### src/rtl/issue_scoreboard_pkg.sv
// Shared types for the decode -> scoreboard -> execute path.
// Register indices and the issue-field bundle passed between stages.
package issue_scoreboard_pkg;

  localparam int REG_IDX_W = 5;

  typedef logic [REG_IDX_W-1:0] reg_idx_t;

  typedef struct packed {
    reg_idx_t rd;
    reg_idx_t rs1;
    reg_idx_t rs2;
    logic     writes_rd;
  } issue_fields_t;

endpackage

### src/rtl/issue_scoreboard_hazard_check.sv
// Combinational hazard detection against the registered busy mask.
// No writeback bypass: only the registered busy state is consulted.
module issue_scoreboard_hazard_check
  import issue_scoreboard_pkg::*;
#(
  parameter int NUM_REGS     = 32,
  parameter int MAX_INFLIGHT = 4,
  parameter int CW           = $clog2(MAX_INFLIGHT + 1)
) (
  input  logic [NUM_REGS-1:0] busy_mask,
  input  logic [CW-1:0]       inflight,
  input  issue_fields_t       id_fields,
  input  logic                id_uses_rs2,
  output logic                raw,
  output logic                waw,
  output logic                full
);

  logic w_rd_nz;
  logic w_rs1_busy;
  logic w_rs2_busy;

  always_comb begin
    w_rd_nz    = (id_fields.rd != '0);
    w_rs1_busy = (id_fields.rs1 != '0) && busy_mask[id_fields.rs1];
    w_rs2_busy = id_uses_rs2 && (id_fields.rs2 != '0) && busy_mask[id_fields.rs2];
    raw        = w_rs1_busy || w_rs2_busy;
    waw        = id_fields.writes_rd && w_rd_nz && busy_mask[id_fields.rd];
    full       = id_fields.writes_rd && w_rd_nz && (inflight == CW'(MAX_INFLIGHT));
  end

endmodule

### src/rtl/issue_scoreboard.sv
// Register-hazard scoreboard with a one-entry valid/ready issue stage.
// Busy bits are set on issue, cleared on writeback, and wiped by flush.
module issue_scoreboard
  import issue_scoreboard_pkg::*;
#(
  parameter int NUM_REGS     = 32,
  parameter int MAX_INFLIGHT = 4,
  parameter int CW           = $clog2(MAX_INFLIGHT + 1)
) (
  input  logic                clk,
  input  logic                reset,
  input  logic                id_valid,
  output logic                id_ready,
  input  reg_idx_t            id_rd,
  input  reg_idx_t            id_rs1,
  input  reg_idx_t            id_rs2,
  input  logic                id_writes_rd,
  input  logic                id_uses_rs2,
  output logic                iss_valid,
  input  logic                iss_ready,
  output reg_idx_t            iss_rd,
  output reg_idx_t            iss_rs1,
  output reg_idx_t            iss_rs2,
  output logic                iss_writes_rd,
  input  logic                wb_valid,
  input  reg_idx_t            wb_rd,
  input  logic                flush,
  output logic [NUM_REGS-1:0] busy_mask,
  output logic [CW-1:0]       inflight
);

  logic [NUM_REGS-1:0] r_busy;
  logic [CW-1:0]       r_inflight;
  logic                r_iss_valid;
  issue_fields_t       r_iss;

  issue_fields_t       w_id;
  logic                w_raw;
  logic                w_waw;
  logic                w_full;
  logic                w_fire;
  logic                w_set;
  logic                w_clr;
  logic [NUM_REGS-1:0] w_set_vec;
  logic [NUM_REGS-1:0] w_clr_vec;

  assign w_id = '{rd: id_rd, rs1: id_rs1, rs2: id_rs2, writes_rd: id_writes_rd};

  issue_scoreboard_hazard_check #(
    .NUM_REGS    (NUM_REGS),
    .MAX_INFLIGHT(MAX_INFLIGHT),
    .CW          (CW)
  ) u_hazard (
    .busy_mask  (r_busy),
    .inflight   (r_inflight),
    .id_fields  (w_id),
    .id_uses_rs2(id_uses_rs2),
    .raw        (w_raw),
    .waw        (w_waw),
    .full       (w_full)
  );

  always_comb begin
    id_ready  = !flush && !w_raw && !w_waw && !w_full && (!r_iss_valid || iss_ready);
    w_fire    = id_valid && id_ready;
    w_set     = w_fire && id_writes_rd && (id_rd != '0);
    w_clr     = wb_valid && (wb_rd != '0) && r_busy[wb_rd];
    w_set_vec = '0;
    w_clr_vec = '0;
    w_set_vec[id_rd] = w_set;
    w_clr_vec[wb_rd] = w_clr;
  end

  // Scoreboard state; WAW guarantees set and clear never hit the same bit.
  always_ff @(posedge clk or posedge reset) begin
    if (reset) begin
      r_busy     <= '0;
      r_inflight <= '0;
    end else if (flush) begin
      r_busy     <= '0;
      r_inflight <= '0;
    end else begin
      r_busy <= (r_busy | w_set_vec) & ~w_clr_vec & ~NUM_REGS'(1);
      case ({w_set, w_clr})
        2'b10:   r_inflight <= r_inflight + CW'(1);
        2'b01:   r_inflight <= r_inflight - CW'(1);
        default: r_inflight <= r_inflight;
      endcase
    end
  end

  // Output stage: replaced back-to-back when execute drains it in the fire cycle.
  always_ff @(posedge clk or posedge reset) begin
    if (reset) begin
      r_iss_valid <= 1'b0;
      r_iss       <= '0;
    end else if (flush) begin
      r_iss_valid <= 1'b0;
    end else if (w_fire) begin
      r_iss_valid     <= 1'b1;
      r_iss.rd        <= id_rd;
      r_iss.rs1       <= id_rs1;
      r_iss.rs2       <= id_rs2;
      r_iss.writes_rd <= id_writes_rd && (id_rd != '0);
    end else if (iss_ready) begin
      r_iss_valid <= 1'b0;
    end
  end

  assign busy_mask     = r_busy;
  assign inflight      = r_inflight;
  assign iss_valid     = r_iss_valid;
  assign iss_rd        = r_iss.rd;
  assign iss_rs1       = r_iss.rs1;
  assign iss_rs2       = r_iss.rs2;
  assign iss_writes_rd = r_iss.writes_rd;

  a_inflight_popcount: assert property (@(posedge clk) disable iff (reset)
    r_inflight == CW'($countones(r_busy)));

endmodule

### config.mk
export PLATFORM = sky130hd
export DESIGN_NAME = issue_scoreboard
export DESIGN_NICKNAME = d
export VERILOG_FILES = /design/src/rtl/issue_scoreboard_pkg.sv /design/src/rtl/issue_scoreboard_hazard_check.sv /design/src/rtl/issue_scoreboard.sv
export SDC_FILE = /design/constraint.sdc
export NUM_CORES = 1
export LEC_CHECK = 0
export BUFFER_PORTS_ARGS = -buffer_cell sky130_fd_sc_hd__buf_4
export CORE_MARGIN = 2
export CORE_UTILIZATION = 32
export CTS_BUF_LIST = sky130_fd_sc_hd__clkbuf_8
export DETAILED_ROUTE_END_ITERATION = 8
export PLACE_DENSITY = 0.48
export SYNTH_ARGS = -nofsm -noshare
export SYNTH_HDL_FRONTEND = slang
export SYNTH_SLANG_ARGS = --single-unit
### constraint.sdc
create_clock -name clk -period 4.3 [get_ports clk]
set_clock_uncertainty 0.15 [all_clocks]
set_input_delay 0.86 -clock clk [delete_from_list [all_inputs] [get_ports clk]]
set_output_delay 0.86 -clock clk [all_outputs]
set_load 0.01 [all_outputs]
==> results.cfg <==
[outcome]
status = finished clean

[grt]
top_usage_layer = met2
antenna_found_initial = 0
overflow = 0
use_met1_pct = 29.9
gr-usage-all-layers_pct = 21.4
grt_max_degree = 52
grt_use_met3_pct = 3.70
grt_pass1_vias = 3143
grt_util_met2_pct = 34.0
grt_pass1_wl_mm = 19.0

[clock_network]
post_cts_resized = 0
tritoncts = done
htree_levels = 2
clk_path_buf_depth = 2
post_cts.repair.setup_buffers = 0
root_buffer = clkbuf_8
clkSinkCount = 51
clk-insertion-delay-late_ns = 0.32
cts_inserted_buffers = 5
hold_buffers = 0
clk_transition_reported_paths_ns = 0.09

[drt]
drt_pre_antenna_iters = 5
via_per_inst = 6.03
drt_wl_total_mm = 12.7
ant_nets = 0
wire_per_inst_um = 23.6
post-route-drc-count = 0
drt_iter0_markers = 204
vias = 3242

[sta]
fin_setup_tns_ns = 0
period_minus_slack_ns = 3.69
grt_setup_unrepaired = no
min_period_over_period_pct = 85.9
hold_viol_final = 0
drv_slew = 0
slew_headroom_pct = 23.4
fin_hold_ws_ns = 0.340
worstMarginPinSlew_ns = 1.15
setup_viol = 0
fmax_ghz = 0.271

[synthesis]
synth_top_family_by_area = multiplexers
synth-edff-count = 0
synth_fp_nets = 369
ys_seq_area_share_pct = 35.3
synth-adder-area-share_pct = 0.554
synth_mux_area_share_pct = 25.2
synthFlopType = dfrtp_1
syn-cell-area_um2 = 3610
yosysUniqueCellTypes = 51
synthCells = 340
synth_compound_area_share_pct = 18.8
async_reset_ff_share_pct = 100
avgSynthCellArea_um2 = 10.6
synthSimpleGateAreaFrac_pct = 13.9
yosys_warnings = 0
synth_xor_area_share_pct = 0.450
ys_ff_latch = 51

[hold_path]
worstHoldPathType = reg -> reg

[floorplan]
die_h_um = 110
die_area_um2 = 12200
die_w_um = 110
fp.coreArea_um2 = 10900
rows = 38
ios = 81
start_util_pct = 33.1

[setup_path]
crit_start = id_rd[1]
critical_path_class = in -> out
required_ns = 3.29
r2r_slack_ns = 1.11
worstPathMaxFanout = 25
endpoint = id_ready
regToRegStartpoint = busy_mask[3]
worstRegToRegCells = 10
reg2reg_to = inflight[2]
cp-start-kind = primary input
cp-end-kind = output port
cp.arrival_ns = 2.68

[finish]
synthToLayoutAreaGrowth_pct = 19.6
final_cell_mix = buf_4 (83), dfrtp_1 (51), a211oi_1 (32)
final_common_cell = buf_4
fillCellCount = 1109
regArea_um2 = 1280
nets = 426
diodes = 0
drive_gt1_share_pct = 29.6
multi_input_area_um2 = 2130

[power_and_ir_drop]
p_sw_w = 0.000353
swShare_pct = 30.3
power.internal_w = 0.000814
ir_worst_vdd_v = 0.000121
p_clk_share_pct = 26.9
comb_power_share_pct = 25.5
p_leak_nw = 1.85
seq_power_share_pct = 47.6
power_density_nw_per_um2 = 270

[placement]
place.gp.congestion = 0.919
place_hpwl_mm = 8.98
port_buffers = 79

[run]
cap_viol_max_count = 0
==> cells in the mapped netlist, types with 5 or more instances <==
cell type  instances  area (um2)
a31oi_1           24         150
clkbuf_1          15        56.3
nand3_1            8        40.0
nor2b_1           14        87.6
nor2_1            20        75.1
nand2_1           12        45.0
mux2_1            24         270
a41oi_1            8        70.1
a211oi_1          32         240
o2111ai_1          5        43.8
buf_2              7        35.0
dfrtp_1           51        1280
mux4_2            13         293
nand2b_1           6        37.5
a22oi_1            7        52.6
mux2i_1           28         280
buf_6              6        67.6
==> power groups by stage <==
stage               Clock [W]  Sequential, W  Combinational, W
detailed placement          0       0.000567          0.000301
floorplan                   0       0.000587          0.000143
CTS                  0.000327       0.000558          0.000302
finish               0.000314       0.000556          0.000298
global route         0.000341       0.000564          0.000327
global placement            0       0.000565          0.000299
==> critical path, stage by stage <==
cell,delay (ns)
buf_4,0.28
mux2_1,0.36
a222oi_1,0.28
nor3b_2,0.25
o21ai_0,0.14
a211oi_2,0.33
buf_4,0.18
==> state kept, by name, summed over array words and instances (netlist names) <==
signal	flops
busy_mask	31
inflight	3
iss_rd	5
iss_rs1	5
iss_rs2	5
iss_valid	1
iss_writes_rd	1
==> routing by layer <==
| layer | vias up | wire, um |
|---|---|---|
| li1 | 1434 | - |
| met1 | 1641 | 5550 |
| met5 | - | 0 |
| met3 | 18 | 915 |
| met4 | 0 | 216 |
| met2 | 149 | 6020 |
==> final cells by class <==
cell class | count | area share, %
multi-input cells | 252 | 49.4
flip-flops and latches | 51 | 29.5
repair buffers | 83 | 14.4
well taps | 140 | 4.05
clock buffers | 7 | 2.23
inverters | 4 | 0.347
clock inverters | 1 | 0.0868
==> logic make-up after synthesis <==
group	count (synthesis)
buf+inv	37
mux	70
simple gates	88
compound gates	91
flops	51
fa+ha+maj	1
xor+xnor	1
other cells	1
==> stage by stage <==
stage          instance area (um2)  setup WS [ns]  utilization [%]  std cells  power [W]
2_1_floorplan                 3610          0.438                -        340   0.000730
5_1_grt                       4320          0.477             39.5        538    0.00123
4_1_cts                       4320          0.629             39.5        538    0.00119
6_report                      4320          0.606             39.5        538    0.00117
3_5_place_dp                  4220          0.438             38.6        530   0.000868
3_3_place_gp                  4220          0.484             38.6        530   0.000863
==> worst min path at each step <==
stage	from	endpoint	cells after the start
2_1_floorplan	iss_writes_rd	iss_writes_rd	1
3_3_place_gp	iss_writes_rd	iss_writes_rd	1
3_5_place_dp	iss_writes_rd	iss_writes_rd	1
4_1_cts	iss_writes_rd	iss_writes_rd	1
5_1_grt	iss_rs1[4]	iss_rs1[4]	1
6_report	iss_writes_rd	iss_writes_rd	1
No activity file was read; power rests on OpenSTA's default activity.
